<file path="src/rtl/pc_control_fsm.sv">
// pc_control_fsm: fetch/decode/execute control unit for a 5-bit PC datapath.
// Drives the PC clear/increment strobes and the IR load enable. It also
// decodes the 16-bit instruction into data-memory, register-file and ALU
// controls. Only one instruction is in flight at a time.
//
// Optional build macro PC_CTRL_SINGLE_STEP_EN adds a Step input. With the
// macro defined, FETCH holds until Step=1, so one instruction runs per pulse.
//
// state    | meaning
// ---------+----------------------------------------------------------
// INIT     | PC cleared, nothing else happens
// FETCH    | IR loaded from memory, PC incremented
// DECODE   | opcode inspected, no strobes
// NOOP     | idle execute slot (also reached by unused opcodes)
// LOAD_A   | memory address presented, one cycle of read latency
// LOAD_B   | memory data written into the register file
// STORE    | register A written to data memory
// ADD      | rf[w] <= rf[a] + rf[b]
// SUB      | rf[w] <= rf[a] - rf[b]
// HALT     | parked until reset
module pc_control_fsm #(
  parameter int IR_W = 16,
  parameter int DA_W = 8,
  parameter int RA_W = 4
) (
  input  logic            Clock,
  input  logic            Reset,
`ifdef PC_CTRL_SINGLE_STEP_EN
  input  logic            Step,
`endif
  input  logic [IR_W-1:0] IR,
  output logic            PC_Clr,
  output logic            PC_Up,
  output logic            IR_Ld,
  output logic [DA_W-1:0] D_Addr,
  output logic            D_Wr,
  output logic            RF_s,
  output logic [RA_W-1:0] RF_W_Addr,
  output logic            RF_W_Wr,
  output logic [RA_W-1:0] RF_Ra_Addr,
  output logic [RA_W-1:0] RF_Rb_Addr,
  output logic [2:0]      ALU_s0,
  output logic [3:0]      OutState
);

  typedef enum logic [3:0] {
    S_INIT   = 4'd0,
    S_FETCH  = 4'd1,
    S_DECODE = 4'd2,
    S_NOOP   = 4'd3,
    S_LOAD_A = 4'd4,
    S_LOAD_B = 4'd5,
    S_STORE  = 4'd6,
    S_ADD    = 4'd7,
    S_SUB    = 4'd8,
    S_HALT   = 4'd9
  } state_t;

  localparam logic [3:0] OP_NOOP  = 4'b0000;
  localparam logic [3:0] OP_STORE = 4'b0001;
  localparam logic [3:0] OP_LOAD  = 4'b0010;
  localparam logic [3:0] OP_ADD   = 4'b0011;
  localparam logic [3:0] OP_SUB   = 4'b0100;
  localparam logic [3:0] OP_HALT  = 4'b0101;

  localparam logic [2:0] ALU_PASS = 3'b000;
  localparam logic [2:0] ALU_ADD  = 3'b001;
  localparam logic [2:0] ALU_SUB  = 3'b010;

  state_t     state;
  logic [3:0] opcode;
  logic       step_ok;

  // Registered one-hot flags that mirror the state register, so every
  // strobe comes straight from a flop. The async reset clears all write
  // strobes at once.
  logic st_clr;
  logic st_fetch;
  logic st_load;
  logic st_load_wr;
  logic st_store;
  logic st_add;
  logic st_sub;

  assign opcode = IR[IR_W-1 -: 4];

`ifdef PC_CTRL_SINGLE_STEP_EN
  assign step_ok = Step;
`else
  assign step_ok = 1'b1;
`endif

  // State register plus registered per-state flags, all computed from the next state.
  always_ff @(posedge Clock or posedge Reset) begin
    if (Reset) begin
      state      <= S_INIT;
      st_clr     <= 1'b1;
      st_fetch   <= 1'b0;
      st_load    <= 1'b0;
      st_load_wr <= 1'b0;
      st_store   <= 1'b0;
      st_add     <= 1'b0;
      st_sub     <= 1'b0;
    end else begin
      st_clr     <= 1'b0;
      st_fetch   <= 1'b0;
      st_load    <= 1'b0;
      st_load_wr <= 1'b0;
      st_store   <= 1'b0;
      st_add     <= 1'b0;
      st_sub     <= 1'b0;
      case (state)
        S_INIT: begin
          state    <= S_FETCH;
          st_fetch <= 1'b1;
        end
        S_FETCH: begin
          if (step_ok) begin
            state <= S_DECODE;
          end else begin
            state    <= S_FETCH;
            st_fetch <= 1'b1;
          end
        end
        S_DECODE: begin
          case (opcode)
            OP_STORE: begin
              state    <= S_STORE;
              st_store <= 1'b1;
            end
            OP_LOAD: begin
              state   <= S_LOAD_A;
              st_load <= 1'b1;
            end
            OP_ADD: begin
              state  <= S_ADD;
              st_add <= 1'b1;
            end
            OP_SUB: begin
              state  <= S_SUB;
              st_sub <= 1'b1;
            end
            OP_HALT: state <= S_HALT;
            OP_NOOP: state <= S_NOOP;
            default: state <= S_NOOP;
          endcase
        end
        S_LOAD_A: begin
          state      <= S_LOAD_B;
          st_load    <= 1'b1;
          st_load_wr <= 1'b1;
        end
        S_NOOP, S_LOAD_B, S_STORE, S_ADD, S_SUB: begin
          state    <= S_FETCH;
          st_fetch <= 1'b1;
        end
        S_HALT: state <= S_HALT;
        default: begin
          state  <= S_INIT;
          st_clr <= 1'b1;
        end
      endcase
    end
  end

  // Strobes come from the flags. The address fields are steered from IR
  // according to the instruction format of the current state.
  always_comb begin
    PC_Clr     = st_clr;
    IR_Ld      = st_fetch & step_ok;
    PC_Up      = st_fetch & step_ok;
    D_Wr       = st_store;
    RF_s       = st_load;
    RF_W_Wr    = st_load_wr | st_add | st_sub;
    ALU_s0     = ALU_PASS;
    D_Addr     = '0;
    RF_W_Addr  = '0;
    RF_Ra_Addr = '0;
    RF_Rb_Addr = '0;
    OutState   = state;

    if (st_add)
      ALU_s0 = ALU_ADD;
    else if (st_sub)
      ALU_s0 = ALU_SUB;

    if (st_load) begin
      D_Addr    = IR[11:4];
      RF_W_Addr = IR[3:0];
    end

    if (st_store) begin
      D_Addr     = IR[7:0];
      RF_Ra_Addr = IR[11:8];
    end

    if (st_add | st_sub) begin
      RF_Ra_Addr = IR[11:8];
      RF_Rb_Addr = IR[7:4];
      RF_W_Addr  = IR[3:0];
    end
  end

endmodule

</file>
<file path="config.mk">
export PLATFORM = sky130hd
export DESIGN_NAME = pc_control_fsm
export DESIGN_NICKNAME = d
export VERILOG_FILES = /design/src/rtl/pc_control_fsm.sv
export SDC_FILE = /design/constraint.sdc
export NUM_CORES = 1
export LEC_CHECK = 0
export CAP_MARGIN = 30
export CORE_ASPECT_RATIO = 1.1
export CORE_MARGIN = 2
export CORE_UTILIZATION = 34
export CTS_CLUSTER_SIZE = 25
export DETAILED_ROUTE_END_ITERATION = 10
export PLACE_DENSITY = 0.89
export SLEW_MARGIN = 5
export SYNTH_ARGS = -nofsm -noshare
export SYNTH_HDL_FRONTEND = slang
export SYNTH_SLANG_ARGS = --single-unit
</file>
<file path="constraint.sdc">
create_clock -name Clock -period 1.81 [get_ports Clock]
set_clock_uncertainty 0.15 [all_clocks]
set_input_delay 0.2715 -clock Clock [delete_from_list [all_inputs] [get_ports Clock]]
set_output_delay 0.2715 -clock Clock [all_outputs]
set_load 0.02 [all_outputs]
</file>
# Yosys cells after proc, flatten, opt, wreduce, memory -nomap -nowiden
# Index checks and enable logic that the tools add are counted.
# W data, S select, Z words.
[op_classes]
n_lt_le_gt_ge = 0
mux = 22
n_mul = 0
eq_ne = 14
addsub = 0
reduce_logical = 3
div = 0
n_bitwise = 3
shifts = 0
[ops]
columns = ["operator", "count"]
rows = [
  ["$pmux W4 S5", 2],
  ["$eq A4 B3 Y1 const B", 6],
  ["$mux W4", 5],
  ["$eq A4 B2 Y1 const B", 4],
  ["$mux W8", 2],
  ["$mux W1", 10],
  ["$reduce_or A10 Y1", 1],
  ["$eq A4 B1 Y1 const B", 2],
  ["$eq A4 B4 Y1 const B", 2],
  ["$reduce_or A6 Y1", 1],
  ["$logic_not A4 Y1", 1],
  ["$mux W2", 2],
  ["$or A1 B1 Y1", 3],
  ["$pmux W1 S2", 1],
]
[word_totals]
output_inout_bits = 33
ramBits = 0
memories = 0
input_bits = 18
romBits = 0
regBits = 11
latchBits = 0
elab_cells = 50

# Depth between registers and ports, before layout
[logic_depth]
ltp_word = 3
depth_mapped = 4
depth_no_buf = 3

# Least setup slack after synthesis
# OpenSTA, ideal clock, no wires.
[synth_timing]
kind = "reg-to-output"
from = "register st_store (netlist: D_Wr)"
to = "output port D_Addr[2]"
path_stages_with_launch = 3
t_arrival_ns = 1.188
path_slack_ns = 0.201
required_ns = 1.388
n_path_buf = 1
cell_sequence = "dfrtp_1 -> clkbuf_1 -> o21ai_0"
[synth_between]
elab_chain_cells = 1
[synth_rtl]
columns = ["item", "line", "source"]
rows = [
  ["start, declared", "81", "logic st_store;"],
  ["start signal, assigned", "101", "st_store <= 1'b0;"],
  ["start signal, assigned", "109", "st_store <= 1'b0;"],
  ["start signal, assigned", "129", "st_store <= 1'b1;"],
  ["$mux W8", "192", "if (st_store) begin"],
  ["end, declared", "35", "output logic [DA_W-1:0] D_Addr,"],
]
# Every way passes these cells.

# Worst setup path after layout
[layout_timing]
from = "register st_add"
to = "output port RF_W_Addr[3]"
[layout_between]
elab_chain_cells = 2
[layout_rtl]
columns = ["item", "line", "source"]
rows = [
  ["start, declared", "82", "logic st_add;"],
  ["start signal, assigned", "102", "st_add <= 1'b0;"],
  ["start signal, assigned", "110", "st_add <= 1'b0;"],
  ["start signal, assigned", "137", "st_add <= 1'b1;"],
  ["$or A1 B1 Y1", "197", "if (st_add | st_sub) begin"],
  ["$mux W4", "197", ""],
  ["end, declared", "38", "output logic [RA_W-1:0] RF_W_Addr,"],
]
# Every way passes these cells.

==> metrics.md <==
| Metric | Value |
|---|---|
| # clock sinks | `11` |
| Initial antenna violation count | `0` |
| Final ANT Viol Nets | `0` |
| Critical path launch point type | `flip-flop` |
| Slowest stage cell on the critical path | `dfrtp_1` |
| RSZ-0062 raised after global routing | `yes` |
| Sequential share of the synthesized area | `0.387` |
| CP arrival | `1.35 ns` |
| Synthesized cell area | `714 um^2` |
| Avg Inst Size Synth | `8.82 um^2` |
| DR iter-0 viols | `9` |
| CTS Buffer Depth | `2` |
| Vias | `between 800 and 900` |
| Gpl congestion | `0.733` |
| Top FF cell, synth | `dfrtp_1` |
| HP Class | `input port to asynchronous set/reset pin` |
| Layout area overhead | `72.7%` |
| Synth Net Count | `99` |
| DR vias/cell | `5.07` |
| Slew Limit Fails | `0` |
| Die area | `2480 um^2` |
| Tmin final | `1.77 ns` |
| Vias in the first global route | `727` |
| EDFF count, synth | `0` |
| Crit path cell chain | `buf_4, nor3_1, buf_4, nor2b_1, buf_2` |
| DRC viols | `0` |
| Hold buffers post-CTS | `0` |
| Htree depth | `1` |
| Total I/O pin count | `51` |
| CORE AREA | `2000 um^2` |
| DR pass1 iterations | `4` |
| Max VDD drop | `0.764 mV` |
| Yosys reg bits | `11` |
| Largest cells by area after synthesis | `dfrtp_1 35%, nor2b_1 13%, a22o_1 7.4%` |
| WL/cell | `12.2 um` |
| Leak | `roughly 0.63 nW` |
| Crit-path most repeated cell | `buf_4` |
| Placed wire-length estimate | `1630 um` |
| Min Hold Slack | `0.119 ns` |
| Outcome | `finished clean` |
| Worst-path clk slew | `0.07 ns` |
| Rows | `17` |
| Crit path capture type | `output port` |
| Largest net degree at the start of global routing | `12` |
| CTS root buffer | `clkbuf_4` |
| Yosys top cell by area | `dfrtp_1` |
| Total track usage | `0.163` |
| CTS tree | `built` |
| First-pass GRT wire length | `2880 um` |
| Share of layout cells above drive strength 1 | `0.259` |
| Cells after synthesis | `81` |
| WP data required | `1.39 ns` |
| NumNets Final | `158` |
| Fmax | `564 MHz` |
| PwrDens | `850 nW/um^2` |
| Commonest cells in the netlist | `15 x nor2b_1, 10 x dfrtp_1, 7 x o21ai_0` |
| Design area | `1230 um^2` |
| Worst skew pair latency | `0.28 ns` |
| Critical path type | `flip-flop to output port` |
| Placed cell areas | `1260 um^2` |
| GRT Residual Overflow | `0` |
| Post-synth cell types | `28` |
| Post-Route WL | `2040 um` |
| Post-synth ARST share | `1.00` |
| CTS Buf Count | `3` |
| Post-synth top area share | `0.350` |
| CP max stage delay | `0.40 ns` |
| Endpoints failing hold | `0` |
| Max Cap Viol | `0` |
| Die Y | `52.1 um` |
| YS warnings | `0` |
| Port Buffer Count | `just under 50` |
| Antenna cells | `0` |
| Finish-stage setup viols | `0` |
| Top-count cell post-synth | `nor2b_1` |
| Initial core utilization | `0.357` |
| Max FO, Critical Path | `4` |
| Die width | `47.7 um` |
| Crit share post-route | `0.979` |
-- state kept, by name, summed over array words and instances (netlist names) --
signal,cells
st_add,1
st_sub,1
PC_Clr,1
st_load_wr,1
OutState,4
RF_s,1
IR_Ld,1
D_Wr,1
-- path summary, 6_finish.rpt --
path | from | endpoint | slack, ns | depth (start not counted)
worst max-delay path | st_add | RF_W_Addr[3] | 0.04 | 5
max in group asynchronous | Reset | PC_Clr | 1.08 | 2
worst min-delay path | Reset | IR_Ld | 0.12 | 2
worst max register to register | OutState[1] | RF_s | 0.38 | 3
min in group Clock | OutState[3] | IR_Ld | 0.48 | 1
worst min register to register | OutState[3] | IR_Ld | 0.48 | 1
-- per-layer routing --
layer  wire length [um]  track usage
met2                992        0.302
met3                318       0.0486
met4                 42       0.0811
met5                  0            0
met1                686        0.152
-- critical path, delay by kind of cell (launching register included) --
family | cells | cell delay [ns]
buffers and inverters | 3 | 0.46
AND/OR/NAND/NOR | 2 | 0.21
flip-flops | 1 | 0.40
-- per-stage QoR --
step                      power, mW  setup WS [ns]  instances   util  TNS [ns]
after global routing           1.10       -0.00273        167  0.617  -0.00682
final                          1.05         0.0372        167  0.617         0
after global placement        0.888         -0.170        161  0.631     -2.10
after CTS                      1.05        -0.0741        166  0.629   -0.0741
after detailed placement      0.906         -0.215        161  0.631     -2.48
after floorplan               0.658          0.201         81      -         0
-- layout by cell type, fill, tap and decap left out, drive strengths merged, types with 2 or more instances in the layout --
| master | netlist | layout |
|---|---|---|
| dfrtp | 10 | 10 |
| clkbuf | 1 | 5 |
| clkdlybuf4s15 | 0 | 2 |
| clkdlybuf4s50 | 0 | 22 |
| nand3 | 2 | 2 |
| buf | 4 | 24 |
| o21ai | 8 | 8 |
| inv | 3 | 3 |
| nand2 | 4 | 4 |
| nand2b | 2 | 2 |
| dlygate4sd2 | 0 | 9 |
| a22o | 6 | 6 |
| nor2b | 15 | 15 |
| or3 | 2 | 2 |
| nor3 | 6 | 6 |
| nor2 | 6 | 6 |
-- power breakdown --
group | leakage, nW | internal (mW) | switching [mW]
sequential | 0.141 | 0.293 | 0.0322
combinational | 0.474 | 0.266 | 0.288
clock | 0.0150 | 0.0855 | 0.0837
total | 0.630 | 0.645 | 0.404
-- cells by family (layout without fill, tap and decap cells) --
kind of cell / Yosys count / in the layout / synth area share
simple gates: 41 / 41 / 0.329
compound gates: 19 / 19 / 0.198
flops: 11 / 11 / 0.387
buf+inv: 8 / 66 / 0.0683
other cells: 1 / 1 / 0.00525
xor+xnor: 1 / 1 / 0.0123
-- cell type report --
type | count | area (um^2)
well taps | 28 | 35.0
inverters | 3 | 11.3
multi-input cells | 62 | 402
fillers | 189 | 766
repair buffers | 59 | 482
flip-flops and latches | 11 | 278
clock buffers | 4 | 26.3
-- repair_timing --
item	4_1_cts	5_1_grt
resized for setup	62	15
endpoints found under the setup margin	26	17
setup buffers	1	1
No activity file was read; power rests on OpenSTA's default activity.
